<file path="config.mk">
export PLATFORM = sky130hd
export DESIGN_NAME = cla_slice_seq_ctrl_flat
export DESIGN_NICKNAME = d
export VERILOG_FILES = /design/src/rtl/cla_slice_seq_ctrl_if.sv /design/src/rtl/cla_slice_seq_ctrl.sv /design/src/flat_wrapper.sv
export SDC_FILE = /design/constraint.sdc
export NUM_CORES = 1
export LEC_CHECK = 0
export ABC_AREA = 1
export BUFFER_PORTS_ARGS = -buffer_cell sky130_fd_sc_hd__clkbuf_2
export CAP_MARGIN = 20
export CORE_MARGIN = 5
export CORE_UTILIZATION = 40
export CTS_CLUSTER_DIAMETER = 40
export DETAILED_ROUTE_END_ITERATION = 6
export HOLD_SLACK_MARGIN = 0.06
export SYNTH_ARGS = -nofsm -noshare
export SYNTH_HDL_FRONTEND = slang
export SYNTH_SLANG_ARGS = --single-unit
</file>
<file path="constraint.sdc">
create_clock -name clk -period 5.1 [get_ports clk]
set_input_delay 1.02 -clock clk [delete_from_list [all_inputs] [get_ports clk]]
set_output_delay 1.02 -clock clk [all_outputs]
set_load 0.05 [all_outputs]
</file>
<file path="src/rtl/cla_slice_seq_ctrl_if.sv">
// Request/response bundle for the sliced carry-lookahead add/sub sequencer.
// The issue side owns the request fields and out_ready; the sequencer owns the rest.
interface cla_slice_seq_ctrl_if #(
  parameter int WIDTH = 32
);
  logic             in_valid;
  logic             in_ready;
  logic [WIDTH-1:0] a;
  logic [WIDTH-1:0] b;
  logic             cin;
  logic             sub;
  logic             out_valid;
  logic             out_ready;
  logic [WIDTH-1:0] sum;
  logic             cout;
  logic             ovf;
  logic             busy;

  modport master (
    output in_valid, a, b, cin, sub, out_ready,
    input  in_ready, out_valid, sum, cout, ovf, busy
  );

  modport slave (
    input  in_valid, a, b, cin, sub, out_ready,
    output in_ready, out_valid, sum, cout, ovf, busy
  );
endinterface

</file>
<file path="src/rtl/cla_slice_seq_ctrl.sv">
// WIDTH-bit add/sub built by time-multiplexing one SLICE-bit lookahead slice,
// least significant slice first, one slice per clock.
module cla_slice_seq_ctrl #(
  parameter int WIDTH = 32,
  parameter int SLICE = 8
) (
  input  logic                 clk,
  input  logic                 rst_n,
  cla_slice_seq_ctrl_if.slave  io_bus
);
  localparam int NSLICE = WIDTH / SLICE;
  localparam int IW     = (NSLICE > 1) ? $clog2(NSLICE) : 1;

  localparam logic [1:0] S_IDLE = 2'd0;
  localparam logic [1:0] S_RUN  = 2'd1;
  localparam logic [1:0] S_DONE = 2'd2;

  logic [1:0]       r_state;
  logic [IW-1:0]    r_idx;
  logic [WIDTH-1:0] r_a, r_b, r_sum;
  logic             r_c, r_cout, r_ovf;

  logic [SLICE-1:0] w_sa, w_sb, w_p, w_g;
  logic [SLICE:0]   w_c;
  logic             w_gg, w_gp, w_gco, w_last;

  assign w_sa   = r_a[r_idx*SLICE +: SLICE];
  assign w_sb   = r_b[r_idx*SLICE +: SLICE];
  assign w_last = (r_idx == IW'(NSLICE - 1));

  // Per-bit carries feed the sum; group generate/propagate give the slice carry-out.
  always_comb begin
    w_p    = w_sa ^ w_sb;
    w_g    = w_sa & w_sb;
    w_c    = '0;
    w_c[0] = r_c;
    w_gg   = 1'b0;
    w_gp   = 1'b1;
    for (int i = 0; i < SLICE; i++) begin
      w_c[i+1] = w_g[i] | (w_p[i] & w_c[i]);
      w_gg     = w_g[i] | (w_p[i] & w_gg);
      w_gp     = w_gp & w_p[i];
    end
    w_gco = w_gg | (w_gp & r_c);
  end

  always_ff @(posedge clk or negedge rst_n) begin
    if (!rst_n) begin
      r_state <= S_IDLE;
      r_idx   <= '0;
      r_a     <= '0;
      r_b     <= '0;
      r_c     <= 1'b0;
      r_sum   <= '0;
      r_cout  <= 1'b0;
      r_ovf   <= 1'b0;
    end else begin
      case (r_state)
        S_IDLE: begin
          if (io_bus.in_valid) begin
            // Subtract as a + ~b + 1.
            r_a     <= io_bus.a;
            r_b     <= io_bus.sub ? ~io_bus.b : io_bus.b;
            r_c     <= io_bus.sub | io_bus.cin;
            r_idx   <= '0;
            r_state <= S_RUN;
          end
        end
        S_RUN: begin
          r_sum[r_idx*SLICE +: SLICE] <= w_p ^ w_c[SLICE-1:0];
          r_c <= w_gco;
          if (w_last) begin
            r_cout  <= w_gco;
            r_ovf   <= w_c[SLICE-1] ^ w_c[SLICE];
            r_state <= S_DONE;
          end else begin
            r_idx <= r_idx + 1'b1;
          end
        end
        S_DONE: begin
          if (io_bus.out_ready) r_state <= S_IDLE;
        end
        default: r_state <= S_IDLE;
      endcase
    end
  end

  assign io_bus.in_ready  = (r_state == S_IDLE);
  assign io_bus.out_valid = (r_state == S_DONE);
  assign io_bus.busy      = (r_state != S_IDLE);
  assign io_bus.sum       = r_sum;
  assign io_bus.cout      = r_cout;
  assign io_bus.ovf       = r_ovf;
endmodule
</file>
<file path="src/flat_wrapper.sv">
// flat-port wrapper written by rule: the top's interface ports become plain ports
module cla_slice_seq_ctrl_flat 
#(
  parameter int WIDTH = 32,
  parameter int SLICE = 8
)
  (clk, rst_n, io_bus_in_valid, io_bus_a, io_bus_b, io_bus_cin, io_bus_sub, io_bus_out_ready, io_bus_in_ready, io_bus_out_valid, io_bus_sum, io_bus_cout, io_bus_ovf, io_bus_busy);
  cla_slice_seq_ctrl_if #(.WIDTH(WIDTH)) io_bus_i ();
  input  logic clk;
  input  logic rst_n;
  input wire logic [$bits(io_bus_i.in_valid)-1:0] io_bus_in_valid;
  input wire logic [$bits(io_bus_i.a)-1:0] io_bus_a;
  input wire logic [$bits(io_bus_i.b)-1:0] io_bus_b;
  input wire logic [$bits(io_bus_i.cin)-1:0] io_bus_cin;
  input wire logic [$bits(io_bus_i.sub)-1:0] io_bus_sub;
  input wire logic [$bits(io_bus_i.out_ready)-1:0] io_bus_out_ready;
  output wire logic [$bits(io_bus_i.in_ready)-1:0] io_bus_in_ready;
  output wire logic [$bits(io_bus_i.out_valid)-1:0] io_bus_out_valid;
  output wire logic [$bits(io_bus_i.sum)-1:0] io_bus_sum;
  output wire logic [$bits(io_bus_i.cout)-1:0] io_bus_cout;
  output wire logic [$bits(io_bus_i.ovf)-1:0] io_bus_ovf;
  output wire logic [$bits(io_bus_i.busy)-1:0] io_bus_busy;
  assign io_bus_i.in_valid = io_bus_in_valid;
  assign io_bus_i.a = io_bus_a;
  assign io_bus_i.b = io_bus_b;
  assign io_bus_i.cin = io_bus_cin;
  assign io_bus_i.sub = io_bus_sub;
  assign io_bus_i.out_ready = io_bus_out_ready;
  assign io_bus_in_ready = io_bus_i.in_ready;
  assign io_bus_out_valid = io_bus_i.out_valid;
  assign io_bus_sum = io_bus_i.sum;
  assign io_bus_cout = io_bus_i.cout;
  assign io_bus_ovf = io_bus_i.ovf;
  assign io_bus_busy = io_bus_i.busy;
  cla_slice_seq_ctrl #(.WIDTH(WIDTH), .SLICE(SLICE)) u_core (.clk(clk), .rst_n(rst_n), .io_bus(io_bus_i));
endmodule
</file>
==> flow_results.xml, run 1 <==
<?xml version="1.0" encoding="UTF-8"?>
<metrics>
  <group name="worst_setup_path">
    <metric name="critical_path.reg2reg.endpoint" unit="">u_core.io_bus.ovf</metric>
    <metric name="reg2regPathDepth" unit="">14</metric>
    <metric name="cp_data_arrival_time" unit="ns">5.03</metric>
    <metric name="capturing_element_type_of_the_critical_path" unit="">flip-flop</metric>
    <metric name="path_max_fanout" unit="">18</metric>
    <metric name="crit-reg2reg-launch" unit="">u_core.r_idx[1]</metric>
    <metric name="ff2ff_setup_slack" unit="ns">0.30</metric>
    <metric name="path_class" unit="">reg -&gt; reg</metric>
    <metric name="critPathRequiredTime" unit="ns">5.33</metric>
    <metric name="cp-start-kind" unit="">flip-flop</metric>
  </group>
  <group name="route">
    <metric name="final_antenna_net_count" unit="">0</metric>
    <metric name="drc_errors" unit="">0</metric>
    <metric name="routed-via-count" unit="">4361</metric>
    <metric name="routed_wirelength" unit="µm">13200</metric>
    <metric name="wl_per_cell" unit="µm">14.8</metric>
    <metric name="detail_route.first_pass.iterations" unit="">5</metric>
    <metric name="route.detailed.vias_per_inst" unit="">4.89</metric>
    <metric name="first_iter_violations" unit="">211</metric>
  </group>
  <group name="logic_synthesis">
    <metric name="synth.lib_cells_used.distinct" unit="">30</metric>
    <metric name="area_share_of_the_leading_cell_type_in_the_synthesized_netlist" unit="%">48.5</metric>
    <metric name="synthesis.instances" unit="">619</metric>
    <metric name="number_of_storage_elements_in_the_synthesis_netlist" unit="">103</metric>
    <metric name="synthesis.yosys.warnings" unit="">0</metric>
    <metric name="yosysSeqAreaShare" unit="%">48.5</metric>
    <metric name="synth.top_cells.by_area" unit="">sky130_fd_sc_hd__dfrtp_1, sky130_fd_sc_hd__nand2_1, sky130_fd_sc_hd__o21ai_0</metric>
    <metric name="synth_area" unit="µm²">5320</metric>
    <metric name="post_synth.cell_area_avg" unit="µm²">8.59</metric>
    <metric name="synth.net_count" unit="">711</metric>
    <metric name="synth_top_area_cell" unit="">sky130_fd_sc_hd__dfrtp_1</metric>
  </group>
  <group name="pwr">
    <metric name="p_clk_share" unit="%">14.8</metric>
    <metric name="power-per-cell-area" unit="nW/µm²">734</metric>
    <metric name="p_leak" unit="nW">3.22</metric>
    <metric name="p_int" unit="mW">2.34</metric>
    <metric name="power.ir.vdd_worst" unit="µV">245</metric>
    <metric name="p_sw_share" unit="%">49.0</metric>
    <metric name="switching_power" unit="mW">2.25</metric>
    <metric name="sequentialPowerShare" unit="%">30.3</metric>
    <metric name="power.share.combinational" unit="%">54.9</metric>
  </group>
  <group name="sta">
    <metric name="maxSlewHeadroom" unit="%">33.9</metric>
    <metric name="grt_setup_unrepaired" unit="">false</metric>
    <metric name="worst_slew_pin_slew" unit="ns">0.992</metric>
    <metric name="final_period_minus_worst_setup_slack" unit="ns">4.80</metric>
    <metric name="slew_violations" unit="">0</metric>
    <metric name="achievable-frequency" unit="MHz">208</metric>
    <metric name="fin_crit_sh" unit="%">94.2</metric>
    <metric name="final-hold-violation-count" unit="">0</metric>
    <metric name="fin_setup_tns" unit="ns">0</metric>
    <metric name="setup_viol" unit="">0</metric>
    <metric name="clock-skew-final" unit="ns">0.00627</metric>
  </group>
  <group name="final_layout">
    <metric name="drive_above_1_share" unit="%">20.3</metric>
    <metric name="area.growth.synth_to_final" unit="%">17.8</metric>
    <metric name="n_fill_cell" unit="">1308</metric>
    <metric name="nets" unit="">804</metric>
    <metric name="antennaDiodeCount" unit="">0</metric>
    <metric name="instances_no_fill" unit="">891</metric>
  </group>
  <group name="worst_hold_path">
    <metric name="timing.hold.worst_path_depth" unit="">2</metric>
    <metric name="whs_endpoint" unit="">u_core.r_a[16]</metric>
    <metric name="min_from" unit="">u_core.r_a[16]</metric>
    <metric name="holdCritPathClass" unit="">reg -&gt; reg</metric>
  </group>
  <group name="floorplan">
    <metric name="floorplan.die.height" unit="µm">125</metric>
    <metric name="num_rows" unit="">42</metric>
    <metric name="num_io_pins" unit="">107</metric>
    <metric name="dieArea" unit="µm²">15700</metric>
    <metric name="fp.dieW" unit="µm">125</metric>
    <metric name="initial_utilization" unit="%">40.5</metric>
    <metric name="coreArea" unit="µm²">13100</metric>
  </group>
  <group name="placed_design">
    <metric name="post-place-cells" unit="">877</metric>
    <metric name="place.gp.congestion" unit="">0.867</metric>
    <metric name="port-buffer-count" unit="">106</metric>
    <metric name="dp_hpwl" unit="µm">10100</metric>
  </group>
  <group name="clock_tree">
    <metric name="postCtsHoldBufs" unit="">0</metric>
    <metric name="tritoncts" unit="">built</metric>
    <metric name="clock_insertion_delay_worst_skew" unit="ns">0.35</metric>
    <metric name="tritoncts_buffers" unit="">9</metric>
    <metric name="clock-sinks" unit="">103</metric>
    <metric name="ctsHtreeMaxLevel" unit="">3</metric>
    <metric name="postCtsSetupRepairBufs" unit="">0</metric>
    <metric name="post_cts_resize_count" unit="">0</metric>
    <metric name="clockRootBuffer" unit="">sky130_fd_sc_hd__clkbuf_16</metric>
    <metric name="cts.path.max_buffers" unit="">2</metric>
    <metric name="clk_pin_slew" unit="ns">0.07</metric>
  </group>
  <group name="global_route">
    <metric name="globalRoute.totalOverflow" unit="">0</metric>
    <metric name="grt_pass1_wl" unit="µm">22100</metric>
    <metric name="globalRouteTotalUtil" unit="%">17.4</metric>
    <metric name="number_of_antenna_violations_at_the_first_check_in_global_routing" unit="">0</metric>
    <metric name="pin_count_of_the_biggest_net_entering_global_routing" unit="">64</metric>
    <metric name="via_count_of_the_first_global_routing_pass" unit="">4411</metric>
  </group>
  <group name="run">
    <metric name="drv_cap" unit="">0</metric>
  </group>
  <group name="status">
    <metric name="run_status" unit="">finished, final reports clean</metric>
  </group>
</metrics>
## cell families after synthesis
| logic type | synth area share [%] |
|---|---|
| AOI/OAI and AO/OA | 12.8 |
| and+or+nand+nor | 19.3 |
| xor gates and xnor gates | 5.44 |
| buffers and inverters | 7.53 |
| adders and majority gates | 6.31 |
| muxes | 0.212 |
| DFF | 48.5 |
## through the flow
stage	hold WS (ns)	utilization (%)	area, µm²	worst slack (ns)	power (mW)
global placement	0.470	45.4	5960	0.319	3.90
CTS	0.488	47.6	6250	0.191	4.63
finish	0.482	47.7	6260	0.298	4.59
floorplan	0.444	-	5320	0.211	3.23
detailed placement	0.470	45.4	5960	0.222	3.94
global route	0.496	47.7	6260	0.0339	5.04
## layer usage
metal | global-route usage (%) | vias to the layer above | part of all wire (%)
met5 | 0 | - | 0
met1 | 23.2 | 2070 | 46
li1 | - | 2174 | -
met4 | 6.06 | 0 | 2.1
met3 | 3.71 | 22 | 4.1
met2 | 28.2 | 95 | 48
## flip-flops by register name, indices dropped and copies added, names as in the netlist
name and count:
u_core.r_c 1, u_core.r_a 32, u_core.r_b 32, u_core.io_bus.cout 1, u_core.r_idx 2, u_core.r_state 2, u_core.io_bus.ovf 1, u_core.io_bus.sum 32
## power groups by stage
stage | sequential (mW) | clock (mW) | combinational (mW)
final | 1.39 | 0.679 | 2.52
after global routing | 1.44 | 0.726 | 2.87
after CTS | 1.40 | 0.696 | 2.54
after detailed placement | 1.40 | 0 | 2.53
after global placement | 1.41 | 0 | 2.49
after floorplan | 1.62 | 0 | 1.61
## synthesized netlist by cell type
library cell / instances
sky130_fd_sc_hd__nand2_1: 202
sky130_fd_sc_hd__dfrtp_1: 103
sky130_fd_sc_hd__o21ai_0: 73
sky130_fd_sc_hd__inv_1: 53
sky130_fd_sc_hd__xnor2_1: 32
sky130_fd_sc_hd__buf_2: 20
sky130_fd_sc_hd__nand3_1: 18
sky130_fd_sc_hd__nor2_1: 16
sky130_fd_sc_hd__a21oi_1: 14
sky130_fd_sc_hd__a32oi_1: 14
sky130_fd_sc_hd__ha_1: 14
sky130_fd_sc_hd__fa_1: 8
sky130_fd_sc_hd__clkbuf_1: 7
sky130_fd_sc_hd__nand4_1: 7
sky130_fd_sc_hd__o21ai_1: 7
sky130_fd_sc_hd__o31ai_1: 6
sky130_fd_sc_hd__inv_2: 4
sky130_fd_sc_hd__buf_4: 3
sky130_fd_sc_hd__buf_6: 3
sky130_fd_sc_hd__o22ai_1: 3
sky130_fd_sc_hd__nor2_2: 2
sky130_fd_sc_hd__nor2_4: 2
sky130_fd_sc_hd__buf_1: 1
sky130_fd_sc_hd__mux2_1: 1
sky130_fd_sc_hd__nand2_2: 1
sky130_fd_sc_hd__nand2_4: 1
sky130_fd_sc_hd__nor2_8: 1
sky130_fd_sc_hd__o21ai_2: 1
sky130_fd_sc_hd__o31ai_2: 1
sky130_fd_sc_hd__xor2_1: 1
## critical path, stage by stage (launching register included)
cell and delay (ns):
sky130_fd_sc_hd__dfrtp_1 0.44, sky130_fd_sc_hd__inv_1 0.13, sky130_fd_sc_hd__buf_4 0.24, sky130_fd_sc_hd__a21oi_1 0.07, sky130_fd_sc_hd__a32oi_1 0.24, sky130_fd_sc_hd__inv_1 0.10
sky130_fd_sc_hd__fa_1 0.42, sky130_fd_sc_hd__fa_1 0.41, sky130_fd_sc_hd__fa_1 0.46, sky130_fd_sc_hd__fa_1 0.46, sky130_fd_sc_hd__fa_1 0.45, sky130_fd_sc_hd__fa_1 0.42
sky130_fd_sc_hd__fa_1 0.39, sky130_fd_sc_hd__xor2_1 0.17, sky130_fd_sc_hd__mux2_1 0.29
## cell usage in the layout (no fill, tap or decap), types with 2 or more instances in the layout
master,synthesis,final
sky130_fd_sc_hd__dfrtp_1,103,103
sky130_fd_sc_hd__ha_1,14,14
sky130_fd_sc_hd__xnor2_1,32,32
sky130_fd_sc_hd__o21ai_0,73,73
sky130_fd_sc_hd__o22ai_2,0,2
sky130_fd_sc_hd__nor2_2,2,2
sky130_fd_sc_hd__clkinvlp_4,0,2
sky130_fd_sc_hd__o31ai_1,6,6
sky130_fd_sc_hd__a21oi_1,14,14
sky130_fd_sc_hd__fa_1,8,8
sky130_fd_sc_hd__clkbuf_16,0,9
sky130_fd_sc_hd__inv_1,53,53
sky130_fd_sc_hd__inv_2,4,3
sky130_fd_sc_hd__clkbuf_2,0,105
sky130_fd_sc_hd__nor2_4,2,2
sky130_fd_sc_hd__nand3_1,18,18
sky130_fd_sc_hd__o21ai_1,7,7
sky130_fd_sc_hd__nor2_1,16,16
sky130_fd_sc_hd__nand2_1,202,201
sky130_fd_sc_hd__a32oi_1,14,14
sky130_fd_sc_hd__buf_4,3,11
sky130_fd_sc_hd__nand2_2,1,2
sky130_fd_sc_hd__nand4_1,7,7
## layout make-up
| cell class | instances | area, µm² | share of cell area (%) |
|---|---|---|---|
| multi-input cells | 425 | 2350 | 37.6 |
| clock buffers | 11 | 243 | 3.88 |
| repair buffers | 116 | 608 | 9.71 |
| inverters | 57 | 215 | 3.44 |
| well taps | 176 | 220 | 3.52 |
| flip-flops and latches | 103 | 2580 | 41.2 |
| clock inverters | 3 | 45.0 | 0.719 |
## worst max path at each step
stage | from | depth (start not counted) | endpoint
6_report | u_core.r_idx[1] | 14 | u_core.io_bus.ovf
5_1_grt | u_core.r_idx[0] | 15 | u_core.io_bus.sum[31]
4_1_cts | u_core.r_idx[0] | 14 | u_core.io_bus.ovf
3_5_place_dp | u_core.r_idx[0] | 14 | u_core.io_bus.ovf
3_3_place_gp | u_core.r_idx[0] | 14 | u_core.io_bus.ovf
2_1_floorplan | u_core.r_idx[1] | 15 | u_core.io_bus.ovf
Power figures use the tool's default switching activity.
==> run 2, diff against run 1 <==
--- a/config.mk
+++ b/config.mk
@@ -13,6 +13,7 @@
 export CTS_CLUSTER_DIAMETER = 40
 export DETAILED_ROUTE_END_ITERATION = 6
 export HOLD_SLACK_MARGIN = 0.06
+export SLEW_MARGIN = 10
 export SYNTH_ARGS = -nofsm -noshare
 export SYNTH_HDL_FRONTEND = slang
 export SYNTH_SLANG_ARGS = --single-unit
==> constraint.sdc (replaced) <==
create_clock -name clk -period 5.6 [get_ports clk]
set_input_delay 1.12 -clock clk [delete_from_list [all_inputs] [get_ports clk]]
set_output_delay 1.12 -clock clk [all_outputs]
set_load 0.05 [all_outputs]
==> run 2 against run 1 <==
Net effect:
- wire length rose by 1.8%
- maximum frequency fell by 5.9%
- clock power fell by 5.3%
- critical path type unchanged
- critical endpoint is now u_core.io_bus.sum[15]
==> flow_results.xml, run 2 (synthesis results as in run 1) <==
<?xml version="1.0" encoding="UTF-8"?>
<metrics>
  <group name="worst_setup_path">
    <metric name="cpMostUsedCell" unit="">sky130_fd_sc_hd__fa_1</metric>
    <metric name="timing.critical_path.max_delay_family" unit="">adder cells</metric>
    <metric name="cp_data_arrival_time" unit="ns">5.37</metric>
    <metric name="critical_path.cell_chain" unit="">inv_1 -&gt; buf_4 -&gt; o21ai_0 -&gt; o22ai_1 -&gt; fa_1 -&gt; inv_1 -&gt; fa_1 -&gt; fa_1 -&gt; fa_1 -&gt; fa_1 -&gt; fa_1 -&gt; fa_1 -&gt; fa_1 -&gt; nor2_1 -&gt; nand2_1 -&gt; o21ai_0</metric>
    <metric name="timing.critical_path.slowest_cell_delay" unit="ns">0.48</metric>
    <metric name="crit-reg2reg-launch" unit="">u_core.r_idx[1]</metric>
    <metric name="critical_path_buffer_and_inverter_count" unit="">3</metric>
    <metric name="crit_slowest_cell" unit="">sky130_fd_sc_hd__fa_1</metric>
    <metric name="capturing_element_type_of_the_critical_path" unit="">flip-flop</metric>
    <metric name="crit_start" unit="">u_core.r_idx[1]</metric>
    <metric name="critPathRequiredTime" unit="ns">5.87</metric>
    <metric name="path_max_fanout" unit="">16</metric>
    <metric name="path_class" unit="">reg -&gt; reg</metric>
    <metric name="cp-start-kind" unit="">flip-flop</metric>
  </group>
  <group name="clock_tree">
    <metric name="clockRootBuffer" unit="">sky130_fd_sc_hd__clkbuf_16</metric>
    <metric name="tritoncts_buffers" unit="">9</metric>
    <metric name="cts.path.max_buffers" unit="">2</metric>
    <metric name="post_cts_resize_count" unit="">0</metric>
    <metric name="clock-sinks" unit="">103</metric>
    <metric name="postCtsSetupRepairBufs" unit="">0</metric>
    <metric name="ctsHtreeMaxLevel" unit="">3</metric>
    <metric name="clk_pin_slew" unit="ns">0.07</metric>
    <metric name="clock_insertion_delay_worst_skew" unit="ns">0.36</metric>
    <metric name="tritoncts" unit="">built</metric>
    <metric name="postCtsHoldBufs" unit="">0</metric>
  </group>
  <group name="sta">
    <metric name="worst_slew_pin_slew" unit="ns">0.997</metric>
    <metric name="final-hold-violation-count" unit="">0</metric>
    <metric name="clock-skew-final" unit="ns">0.00792</metric>
    <metric name="fin_setup_tns" unit="ns">0</metric>
    <metric name="fin_crit_sh" unit="%">91.2</metric>
    <metric name="final_period_minus_worst_setup_slack" unit="ns">5.10</metric>
    <metric name="grt_setup_unrepaired" unit="">false</metric>
    <metric name="setup_viol" unit="">0</metric>
    <metric name="post-route-worst-setup-slack" unit="ns">0.496</metric>
    <metric name="maxSlewHeadroom" unit="%">33.6</metric>
    <metric name="achievable-frequency" unit="MHz">196</metric>
    <metric name="slew_violations" unit="">0</metric>
  </group>
  <group name="route">
    <metric name="detail_route.first_pass.iterations" unit="">4</metric>
    <metric name="final_antenna_net_count" unit="">0</metric>
    <metric name="drc_errors" unit="">0</metric>
    <metric name="route.detailed.vias_per_inst" unit="">4.90</metric>
    <metric name="first_iter_violations" unit="">306</metric>
    <metric name="routed-via-count" unit="">4360</metric>
    <metric name="wl_per_cell" unit="µm">15.1</metric>
    <metric name="routed_wirelength" unit="µm">13500</metric>
  </group>
  <group name="floorplan">
    <metric name="coreArea" unit="µm²">13100</metric>
    <metric name="floorplan.die.height" unit="µm">125</metric>
    <metric name="initial_utilization" unit="%">40.5</metric>
    <metric name="fp.dieW" unit="µm">125</metric>
    <metric name="num_io_pins" unit="">107</metric>
    <metric name="dieArea" unit="µm²">15700</metric>
    <metric name="num_rows" unit="">42</metric>
  </group>
  <group name="pwr">
    <metric name="sequentialPowerShare" unit="%">30.0</metric>
    <metric name="power.share.combinational" unit="%">54.7</metric>
    <metric name="p_leak" unit="nW">3.21</metric>
    <metric name="power-per-cell-area" unit="nW/µm²">673</metric>
    <metric name="switching_power" unit="mW">2.08</metric>
    <metric name="p_int" unit="mW">2.13</metric>
    <metric name="report.power.total" unit="mW">4.21</metric>
    <metric name="power.ir.vdd_worst" unit="µV">240</metric>
    <metric name="p_clk_share" unit="%">15.3</metric>
    <metric name="p_sw_share" unit="%">49.4</metric>
  </group>
  <group name="global_route">
    <metric name="globalRouteTotalUtil" unit="%">18.0</metric>
    <metric name="grt_pass1_wl" unit="µm">23000</metric>
    <metric name="globalRoute.totalOverflow" unit="">0</metric>
    <metric name="pin_count_of_the_biggest_net_entering_global_routing" unit="">66</metric>
    <metric name="number_of_antenna_violations_at_the_first_check_in_global_routing" unit="">0</metric>
    <metric name="via_count_of_the_first_global_routing_pass" unit="">4621</metric>
  </group>
  <group name="run">
    <metric name="drv_cap" unit="">0</metric>
  </group>
  <group name="placed_design">
    <metric name="place.gp.congestion" unit="">0.870</metric>
    <metric name="preCtsSetupSlack" unit="ns">0.544</metric>
    <metric name="dp_hpwl" unit="µm">10100</metric>
    <metric name="port-buffer-count" unit="">106</metric>
  </group>
  <group name="final_layout">
    <metric name="area.growth.synth_to_final" unit="%">17.6</metric>
    <metric name="layout.cells.most_common_list" unit="">sky130_fd_sc_hd__nand2_1, sky130_fd_sc_hd__clkbuf_2, sky130_fd_sc_hd__dfrtp_1</metric>
    <metric name="nets" unit="">801</metric>
    <metric name="drive_above_1_share" unit="%">19.9</metric>
    <metric name="mostFrequentLayoutCell" unit="">sky130_fd_sc_hd__nand2_1</metric>
    <metric name="antennaDiodeCount" unit="">0</metric>
  </group>
  <group name="worst_hold_path">
    <metric name="min_from" unit="">u_core.r_b[5]</metric>
    <metric name="holdCritPathClass" unit="">reg -&gt; reg</metric>
  </group>
  <group name="status">
    <metric name="run_status" unit="">finished, final reports clean</metric>
  </group>
</metrics>
run 2: changes by cell type in the layout (fill, tap and decap cells not counted):
cell,delta
sky130_fd_sc_hd__buf_4,-4
sky130_fd_sc_hd__o22ai_1,+2
sky130_fd_sc_hd__o22ai_2,-2
sky130_fd_sc_hd__buf_12,+1
sky130_fd_sc_hd__clkinvlp_4,+1
sky130_fd_sc_hd__inv_2,+1
run 2: layout make-up:
cell class	count	area, µm²
sequential	103	2580
multi-input combinational	425	2340
clock buffer	11	243
inverter	57	214
fill	1297	6890
tap	176	220
timing repair buffer	113	598
clock inverter	5	57.6
run 2: worst min-delay path, stage by stage, from the launching register on:
cell,delay (ns)
sky130_fd_sc_hd__dfrtp_1,0.35
sky130_fd_sc_hd__nand2_1,0.05
sky130_fd_sc_hd__o21ai_0,0.05
run 2: worst paths after layout:
kind | end | slack, ns | depth (start not counted)
max reg2reg | u_core.io_bus.sum[15] | 0.50 | 16
max | u_core.io_bus.sum[15] | 0.50 | 16
min in group asynchronous | u_core.r_a[10] | 0.87 | 1
max in group asynchronous | u_core.r_state[1] | 3.74 | 2
min reg2reg | u_core.r_b[5] | 0.49 | 2
min | u_core.r_b[5] | 0.49 | 2
run 2: per-stage QoR:
stage | cells | hold WS (ns) | cell area, µm² | util [%]
6_report | 890 | 0.488 | 6250 | 47.6
4_1_cts | 889 | 0.491 | 6230 | 47.4
2_1_floorplan | 619 | 0.444 | 5320 | -
3_3_place_gp | 873 | 0.467 | 5930 | 45.1
5_1_grt | 890 | 0.507 | 6250 | 47.6
3_5_place_dp | 873 | 0.473 | 5930 | 45.1
run 2: power by group through the flow:
stage / Combinational, mW / Sequential (mW) / Clock (mW)
after floorplan: 1.46 / 1.47 / 0
after global placement: 2.25 / 1.27 / 0
after detailed placement: 2.31 / 1.27 / 0
after CTS: 2.31 / 1.26 / 0.655
after global routing: 2.59 / 1.30 / 0.684
final: 2.30 / 1.26 / 0.643
run 2: metal layers:
layer / vias up / routed length (µm) / global-route usage [%]
met5: - / 0 / 0
met4: 0 / 287 / 7.53
met3: 18 / 501 / 3.37
met2: 95 / 6370 / 28.5
met1: 2076 / 6310 / 24.4
li1: 2171 / - / -
==> run 3, diff against run 2 <==
--- a/config.mk
+++ b/config.mk
@@ -6,12 +6,12 @@
 export NUM_CORES = 1
 export LEC_CHECK = 0
 export ABC_AREA = 1
-export BUFFER_PORTS_ARGS = -buffer_cell sky130_fd_sc_hd__clkbuf_2
 export CAP_MARGIN = 20
 export CORE_MARGIN = 5
 export CORE_UTILIZATION = 40
 export CTS_CLUSTER_DIAMETER = 40
 export DETAILED_ROUTE_END_ITERATION = 6
+export DONT_BUFFER_PORTS = 1
 export HOLD_SLACK_MARGIN = 0.06
 export SLEW_MARGIN = 10
 export SYNTH_ARGS = -nofsm -noshare
==> run 3 against run 2 <==
Net effect:
- die area unchanged
- largest power group unchanged
- highest routed layer unchanged
- core utilization shrank 4.2 points
- largest cell class unchanged
- maximum frequency up 2.6%
- first-iteration DRC count is 13% higher
==> flow_results.xml, run 3 (synthesis results as in run 1) <==
<?xml version="1.0" encoding="UTF-8"?>
<metrics>
  <group name="final_layout">
    <metric name="nets" unit="">694</metric>
    <metric name="instances_no_fill" unit="">783</metric>
    <metric name="drive_above_1_share" unit="%">5.60</metric>
    <metric name="layout.cells.most_common_list" unit="">sky130_fd_sc_hd__nand2_1, sky130_fd_sc_hd__dfrtp_1, sky130_fd_sc_hd__o21ai_0</metric>
    <metric name="antennaDiodeCount" unit="">0</metric>
    <metric name="post-route-util" unit="%">43.4</metric>
    <metric name="area.growth.synth_to_final" unit="%">7.20</metric>
    <metric name="mostFrequentLayoutCell" unit="">sky130_fd_sc_hd__nand2_1</metric>
    <metric name="n_fill_cell" unit="">1333</metric>
  </group>
  <group name="clock_tree">
    <metric name="clk_pin_slew" unit="ns">0.07</metric>
    <metric name="tritoncts" unit="">built</metric>
    <metric name="clock_insertion_delay_worst_skew" unit="ns">0.35</metric>
    <metric name="clock-sinks" unit="">103</metric>
    <metric name="postCtsSetupRepairBufs" unit="">0</metric>
    <metric name="post_cts_resize_count" unit="">0</metric>
    <metric name="cts.path.max_buffers" unit="">2</metric>
    <metric name="tritoncts_buffers" unit="">9</metric>
    <metric name="ctsHtreeMaxLevel" unit="">3</metric>
    <metric name="postCtsHoldBufs" unit="">0</metric>
    <metric name="clockRootBuffer" unit="">sky130_fd_sc_hd__clkbuf_16</metric>
  </group>
  <group name="worst_setup_path">
    <metric name="timing.critical_path.slowest_cell_delay" unit="ns">0.47</metric>
    <metric name="cp-start-kind" unit="">flip-flop</metric>
    <metric name="critical_path.cell_chain" unit="">buf_4 -&gt; o21ai_0 -&gt; o22ai_1 -&gt; fa_1 -&gt; inv_1 -&gt; fa_1 -&gt; fa_1 -&gt; fa_1 -&gt; fa_1 -&gt; fa_1 -&gt; fa_1 -&gt; fa_1 -&gt; xor2_1 -&gt; mux2_1</metric>
    <metric name="critPathRequiredTime" unit="ns">5.84</metric>
    <metric name="path_class" unit="">reg -&gt; reg</metric>
    <metric name="crit_slowest_cell" unit="">sky130_fd_sc_hd__fa_1</metric>
    <metric name="path_max_fanout" unit="">39</metric>
    <metric name="capturing_element_type_of_the_critical_path" unit="">flip-flop</metric>
    <metric name="cpMostUsedCell" unit="">sky130_fd_sc_hd__fa_1</metric>
    <metric name="cp_data_arrival_time" unit="ns">5.22</metric>
  </group>
  <group name="status">
    <metric name="run_status" unit="">finished, final reports clean</metric>
  </group>
  <group name="global_route">
    <metric name="globalRoute.totalOverflow" unit="">0</metric>
    <metric name="number_of_antenna_violations_at_the_first_check_in_global_routing" unit="">0</metric>
    <metric name="pin_count_of_the_biggest_net_entering_global_routing" unit="">104</metric>
    <metric name="grt_pass1_wl" unit="µm">21700</metric>
    <metric name="via_count_of_the_first_global_routing_pass" unit="">4146</metric>
    <metric name="globalRouteTotalUtil" unit="%">17.2</metric>
  </group>
  <group name="sta">
    <metric name="clock-skew-final" unit="ns">0.0102</metric>
    <metric name="grt_setup_unrepaired" unit="">false</metric>
    <metric name="fin_hold_ws" unit="ns">0.458</metric>
    <metric name="setup_viol" unit="">0</metric>
    <metric name="maxSlewHeadroom" unit="%">58.1</metric>
    <metric name="final-hold-violation-count" unit="">0</metric>
    <metric name="worst_slew_pin_slew" unit="ns">0.628</metric>
    <metric name="slew_violations" unit="">0</metric>
    <metric name="fin_crit_sh" unit="%">88.9</metric>
    <metric name="achievable-frequency" unit="MHz">201</metric>
    <metric name="fin_setup_tns" unit="ns">0</metric>
    <metric name="final_period_minus_worst_setup_slack" unit="ns">4.98</metric>
  </group>
  <group name="route">
    <metric name="first_iter_violations" unit="">345</metric>
    <metric name="detail_route.first_pass.iterations" unit="">5</metric>
    <metric name="final_antenna_net_count" unit="">0</metric>
    <metric name="routed_wirelength" unit="µm">13200</metric>
    <metric name="route.detailed.vias_per_inst" unit="">5.16</metric>
    <metric name="drc_errors" unit="">0</metric>
    <metric name="wl_per_cell" unit="µm">16.8</metric>
    <metric name="routed-via-count" unit="">4038</metric>
  </group>
  <group name="placed_design">
    <metric name="dp_hpwl" unit="µm">9760</metric>
    <metric name="place.gp.congestion" unit="">0.836</metric>
    <metric name="port-buffer-count" unit="">0</metric>
    <metric name="post-place-cells" unit="">767</metric>
  </group>
  <group name="pwr">
    <metric name="p_int" unit="mW">2.04</metric>
    <metric name="p_sw_share" unit="%">49.7</metric>
    <metric name="sequentialPowerShare" unit="%">38.2</metric>
    <metric name="power-per-cell-area" unit="nW/µm²">711</metric>
    <metric name="power.share.combinational" unit="%">46.1</metric>
    <metric name="switching_power" unit="mW">2.01</metric>
    <metric name="p_leak" unit="nW">2.75</metric>
    <metric name="p_clk_share" unit="%">15.7</metric>
    <metric name="power.ir.vdd_worst" unit="µV">272</metric>
  </group>
  <group name="floorplan">
    <metric name="num_rows" unit="">42</metric>
    <metric name="coreArea" unit="µm²">13100</metric>
    <metric name="initial_utilization" unit="%">40.5</metric>
    <metric name="floorplan.die.height" unit="µm">125</metric>
    <metric name="fp.dieW" unit="µm">125</metric>
    <metric name="num_io_pins" unit="">107</metric>
    <metric name="dieArea" unit="µm²">15700</metric>
  </group>
  <group name="run">
    <metric name="drv_cap" unit="">0</metric>
  </group>
  <group name="worst_hold_path">
    <metric name="holdCritPathClass" unit="">in -&gt; async</metric>
  </group>
</metrics>
==> run 3: cell types whose count changed in the layout (fill, tap and decap cells not counted), sizes merged <==
cell      previous run  this run
clkbuf             116        12
buf                  8         6
clkinvlp             3         1
clkinv               1         2
==> run 3: layer usage <==
metal	wire length (µm)	vias to the layer above	part of all wire [%]	global-route usage (%)
met5	0	-	0	0
met4	303	0	2.3	7.21
met3	805	20	6.1	4.22
met2	6260	117	47	27.4
met1	5820	1939	44	22.4
li1	-	1962	-	-
==> run 3: path summary, 6_finish.rpt <==
check | slack [ns] | startpoint | end | cells after the start
min in group clk | 0.49 | u_core.r_a[16] | u_core.r_a[16] | 2
setup reg to reg | 0.62 | u_core.r_idx[0] | u_core.io_bus.ovf | 14
hold / removal | 0.46 | rst_n | u_core.r_a[24] | 0
hold reg to reg | 0.49 | u_core.r_a[16] | u_core.r_a[16] | 2
max in group asynchronous | 5.02 | rst_n | u_core.r_b[4] | 0
setup / recovery | 0.62 | u_core.r_idx[0] | u_core.io_bus.ovf | 14
==> run 3: through the flow <==
step | power [mW] | setup WS, ns | cell area (µm²)
after floorplan | 2.94 | 0.711 | 5320
after global placement | 3.37 | 0.711 | 5400
after detailed placement | 3.43 | 0.636 | 5400
after CTS | 4.08 | 0.628 | 5700
after global routing | 4.40 | 0.296 | 5700
final | 4.05 | 0.623 | 5700
==> run 3: area by class of cell <==
cell class / instances / area [µm²] / share of cell area (%)
clock buffers: 12 / 246 / 4.32
clock inverters: 4 / 55.1 / 0.966
inverters: 57 / 214 / 3.75
multi-input cells: 425 / 2340 / 41.1
flip-flops and latches: 103 / 2580 / 45.2
well taps: 176 / 220 / 3.86
repair buffers: 6 / 45.0 / 0.790
==> run 3: power groups by stage <==
stage          combinational, mW  clock, mW  sequential (mW)
6_report                    1.87      0.637             1.55
3_3_place_gp                1.81          0             1.56
5_1_grt                     2.13      0.682             1.59
3_5_place_dp                1.88          0             1.56
4_1_cts                     1.88      0.653             1.55
2_1_floorplan               1.46          0             1.47
==> run 3: worst max-delay path, delay by kind of cell (launching register included) <==
kind	cells	cell delay [ns]
AO/OA/AOI/OAI	2	0.43
XOR/XNOR	1	0.17
adder cells (fa/ha/maj)	8	3.21
buffers and inverters	2	0.41
flip-flops	1	0.36
multiplexers	1	0.29
